--- src/rtl/sn_stream_gen.sv ---
// Binary-to-stochastic encoder: bit-reversed counter compared per lane against offset-binary operands.
// Latency: first stream bit is registered one cycle after the accepted start; done pulses the cycle after the last bit.
// Backpressure: none; start is only honoured in IDLE, ignored (not queued) while busy.
module sn_stream_gen #(
    parameter int LANES    = 4,
    parameter int DW       = 4,
    parameter int LANE_OFS = 0
) (
    input  logic             i_clk_sng,
    input  logic             i_rst_sng,
    input  logic             i_start_sng,
    input  logic [DW-1:0]    i_x_sng [LANES],
    input  logic [DW-1:0]    i_len_sng,
    output logic             o_busy_sng,
    output logic             o_valid_sng,
    output logic [LANES-1:0] o_sn_bit_sng,
    output logic             o_done_sng
);

    typedef enum logic [1:0] {S_IDLE, S_RUN, S_DONE} state_t;

    // Inverting the sign bit maps two's complement onto 0..2^DW-1 offset binary.
    localparam logic [DW-1:0] SIGN_BIT = DW'(1) << (DW - 1);

    state_t             state, state_nx;
    logic [DW-1:0]      cnt, cnt_nx;
    logic [DW-1:0]      len, len_nx;
    logic [DW-1:0]      u [LANES];
    logic [DW-1:0]      u_nx [LANES];
    logic [DW-1:0]      ops [LANES];
    logic [DW-1:0]      idx;
    logic [LANES-1:0]   lane_bits;
    logic [LANES-1:0]   bits_nx;
    logic               valid_nx;
    logic               done_nx;

    function automatic logic [DW-1:0] bitrev(input logic [DW-1:0] v);
        logic [DW-1:0] r;
        for (int j = 0; j < DW; j++) begin
            r[j] = v[DW-1-j];
        end
        return r;
    endfunction

    // Operand/index source: in IDLE the incoming operands at index 0 (so the first
    // bit is ready right after the start edge), otherwise the frozen operands at cnt+1.
    always_comb begin
        idx = '0;
        for (int k = 0; k < LANES; k++) begin
            ops[k] = u[k];
        end
        if (state == S_IDLE) begin
            for (int k = 0; k < LANES; k++) begin
                ops[k] = i_x_sng[k] ^ SIGN_BIT;
            end
        end else begin
            idx = cnt + DW'(1);
        end
    end

    // Per-lane comparison of the shared low-discrepancy sequence against the operand.
    always_comb begin
        lane_bits = '0;
        for (int k = 0; k < LANES; k++) begin
            lane_bits[k] = (bitrev(idx + DW'(k * LANE_OFS)) < ops[k]);
        end
    end

    // Next-state and next-output logic for the IDLE/RUN/DONE burst framer.
    always_comb begin
        state_nx = state;
        cnt_nx   = cnt;
        len_nx   = len;
        valid_nx = 1'b0;
        done_nx  = 1'b0;
        bits_nx  = '0;
        for (int k = 0; k < LANES; k++) begin
            u_nx[k] = u[k];
        end
        case (state)
            S_IDLE: begin
                if (i_start_sng) begin
                    state_nx = S_RUN;
                    cnt_nx   = '0;
                    len_nx   = i_len_sng;
                    valid_nx = 1'b1;
                    bits_nx  = lane_bits;
                    for (int k = 0; k < LANES; k++) begin
                        u_nx[k] = ops[k];
                    end
                end
            end
            S_RUN: begin
                // cnt wraps here only after the final index of a full-period burst.
                cnt_nx = cnt + DW'(1);
                if (cnt == len) begin
                    state_nx = S_DONE;
                    done_nx  = 1'b1;
                end else begin
                    valid_nx = 1'b1;
                    bits_nx  = lane_bits;
                end
            end
            S_DONE: begin
                state_nx = S_IDLE;
            end
            default: begin
                state_nx = S_IDLE;
            end
        endcase
    end

    // State and registered outputs; reset truncates any burst without a done pulse.
    always_ff @(posedge i_clk_sng) begin
        if (i_rst_sng) begin
            state        <= S_IDLE;
            cnt          <= '0;
            len          <= '0;
            o_valid_sng  <= 1'b0;
            o_done_sng   <= 1'b0;
            o_sn_bit_sng <= '0;
            for (int k = 0; k < LANES; k++) begin
                u[k] <= '0;
            end
        end else begin
            state        <= state_nx;
            cnt          <= cnt_nx;
            len          <= len_nx;
            o_valid_sng  <= valid_nx;
            o_done_sng   <= done_nx;
            o_sn_bit_sng <= bits_nx;
            for (int k = 0; k < LANES; k++) begin
                u[k] <= u_nx[k];
            end
        end
    end

    assign o_busy_sng = (state != S_IDLE);

endmodule

--- config.mk ---
export PLATFORM = sky130hd
export DESIGN_NAME = sn_stream_gen
export DESIGN_NICKNAME = d
export VERILOG_FILES = /design/src/rtl/sn_stream_gen.sv
export SDC_FILE = /design/constraint.sdc
export NUM_CORES = 1
export LEC_CHECK = 0
export BUFFER_PORTS_ARGS = -buffer_cell sky130_fd_sc_hd__clkbuf_2
export CAP_MARGIN = 40
export CORE_ASPECT_RATIO = 1.2
export CORE_MARGIN = 8
export CORE_UTILIZATION = 25
export DETAILED_ROUTE_END_ITERATION = 16
export GPL_TIMING_DRIVEN = 0
export PLACE_DENSITY_LB_ADDON = 0.3
export SLEW_MARGIN = 20
export SYNTH_ARGS = -nofsm -noshare
export SYNTH_HDL_FRONTEND = slang
export SYNTH_SLANG_ARGS = --single-unit
--- constraint.sdc ---
create_clock -name i_clk_sng -period 2.2 [get_ports i_clk_sng]
set_clock_uncertainty 0.2 [all_clocks]
set_input_delay 0.44 -clock i_clk_sng [delete_from_list [all_inputs] [get_ports i_clk_sng]]
set_output_delay 0.44 -clock i_clk_sng [all_outputs]
set_load 0.02 [all_outputs]
==> impl_metrics.json <==
{
  "core_area_um2": 6290,
  "dr.pass1.iters": 4,
  "setup.worst_path.end_class": "flop",
  "pwr-share-seq_pct": 39.2,
  "n_fill_cell": 683,
  "ys_top_cells_by_area": "dfxtp_1, ha_1, nand2_1, mux2i_1, a21oi_1",
  "root_buffer": "clkbuf_8",
  "final_util_pct": 32.8,
  "grt-ovfl-total": 0,
  "relSlewSlack_pct": 67.1,
  "port_buffers": 28,
  "cts.sinks": 32,
  "crit_fanout": 9,
  "min_period_ns": 2.12,
  "dpl.hpwl_um": 2990,
  "min_from": "i_x_sng[15]",
  "async_flop_share_pct": 0,
  "switching_share_pct": 28.7,
  "final_antenna_net_count": 0,
  "setup_tns_ns": 0,
  "arrival_ns": 2.11,
  "ys_seq_area_share_pct": 40.2,
  "row_count": 32,
  "cp.required_ns": 2.19,
  "multi_input_area_um2": 935,
  "rsz0062_at_grt": "false",
  "syn-num-nets": 223,
  "critPathKind": "flop to flop",
  "power_frac_comb_pct": 24.4,
  "n_antenna_cell": 0,
  "yosys_warnings": 0,
  "drive_gt1_share_pct": 25.0,
  "p_total_uw": 1710,
  "r2r-start": "state[1]",
  "die_w_um": 88.9,
  "wl_um": 3980,
  "worst_slew_pin_slew_ns": 0.493,
  "synth-edff-count": 0,
  "routabilityCongestion": 0.739,
  "htree_levels": 2,
  "area.sequential_um2": 646,
  "initialDrtViolationCount": 91,
  "wl_per_cell_um": 12.7,
  "grt_max_degree": 11,
  "worst_setup_path_start_kind": "flop",
  "clock_path_buffers": 2,
  "synth_area_um2": 1590,
  "grtUsageTotal_pct": 9.19,
  "syn_inst": 187,
  "num_vias": 1363,
  "outcome": "complete, no violations",
  "clk_pin_slew_ns": 0.07,
  "synth_top_cell_by_area": "dfxtp_1",
  "ys_ff_latch": 32,
  "synth-main-ff-cell": "dfxtp_1",
  "grt_pass1_vias": 1306,
  "internal-power_uw": 1220,
  "fin_crit_sh_pct": 96.2,
  "start_util_pct": 25.3,
  "nNetsFinal": 263,
  "timing.final.max_slew_violations": 0,
  "vias_per_cell": 4.35,
  "numCtsBuffers": 5,
  "finalSetupViolCount": 0,
  "p_sw_uw": 489,
  "maxCapViolCount": 0,
  "die_h_um": 103,
  "synth_top_area_share_pct": 40.2,
  "drc": 0,
  "p_per_area_nw_per_um2": 827,
  "synthTopCellsByCount": "nand2_1, dfxtp_1, a21oi_1",
  "hold_viol": 0,
  "placedCellCount": 301,
  "clock_latency_ns": 0.28,
  "avgSynthCellArea_um2": 8.52,
  "final-instance-count-excl-fill": 313,
  "cts_tree": "yes",
  "area_growth_pct": 29.5,
  "antenna_found_initial": 0,
  "fmax_mhz": 472,
  "ir_drop_uv": 264,
  "hold-worst-slack_ns": 0.152,
  "hp-class": "input pin to flop",
  "synth_cell_types": 25,
  "p_leak_uw": 0.000921,
  "synthMostInstantiatedCell": "nand2_1",
  "fp.dieArea_um2": 9190,
  "startpoint": "state[1]",
  "power.share.clock_pct": 36.4,
  "num_io_pins": 30,
  "grt_pass1_wl_um": 6360
}
==> critical path: stages (launching register included) <==
cell	delay [ns]
dfxtp_2	0.36
nor2_4	0.18
buf_8	0.17
mux2i_1	0.09
ha_1	0.21
or4_1	0.54
a311oi_1	0.28
==> cell families after synthesis <==
family	count (synthesis)	share of synthesized area (%)
adders and majority gates	13	10.2
buffers and inverters	14	3.46
muxes	14	8.80
AOI/OAI and AO/OA	42	15.5
xor gates and xnor gates	4	2.20
DFF	32	40.2
and+or+nand+nor	68	19.6
==> cell usage in the layout (no fill, tap or decap), types with 5 or more instances in the layout <==
master	n
clkbuf_2	28
nor2_1	11
clkbuf_8	7
ha_1	13
a21oi_1	17
dfxtp_1	28
o21ai_0	12
mux2i_1	14
nand2b_1	6
nand2_1	38
clkbuf_1	5
inv_1	5
==> metal layers <==
layer / GRT usage [%] / share of wire (%)
met3: 2.53 / 4.9
met4: 4.69 / 2.2
met2: 14.6 / 46
met1: 11.0 / 47
met5: 0 / 0
==> flip-flops by register name, indices dropped and copies added, names as in the netlist <==
signal / count
u: 16
o_valid_sng: 1
len: 4
state: 2
cnt: 4
o_sn_bit_sng: 4
o_done_sng: 1
==> power by group through the flow <==
stage | combinational (µW) | sequential, µW | clock [µW]
CTS | 393 | 668 | 642
floorplan | 238 | 695 | 0
finish | 416 | 668 | 622
global placement | 363 | 678 | 0
global route | 466 | 673 | 665
detailed placement | 368 | 680 | 0
==> path summary, 6_finish.rpt <==
kind / slack [ns] / to / cells past startpoint
setup / recovery: 0.08 / o_sn_bit_sng[0] / 6
hold / removal: 0.15 / u[0][3] / 2
setup reg to reg: 0.08 / o_sn_bit_sng[0] / 6
hold reg to reg: 0.25 / u[1][2] / 2
==> cell type report <==
type                    instances  area share, %
clock buffers                   7           4.67
flip-flops and latches         32           31.3
multi-input cells             141           45.3
repair buffers                 33           8.50
inverters                       5          0.910
clock inverters                 1           1.46
well taps                      85           5.16
plain buffers                   9           2.67
==> stage by stage <==
stage / setup slack (ns) / area, µm²
after floorplan: 0.0340 / 1590
after global placement: -0.420 / 1840
after detailed placement: -0.403 / 1850
after CTS: 0.0218 / 2010
after global routing: 0.00381 / 2060
final: 0.0829 / 2060
==> timing repair <==
action,4_1_cts,5_1_grt
hold buffers,0,0
pin swaps,1,2
gates resized for setup,9,9
buffers inserted,2,2
setup endpoints to repair,5,4
endpoints found under the hold margin,0,0
Note: power is estimated with default switching activity, not from simulation.
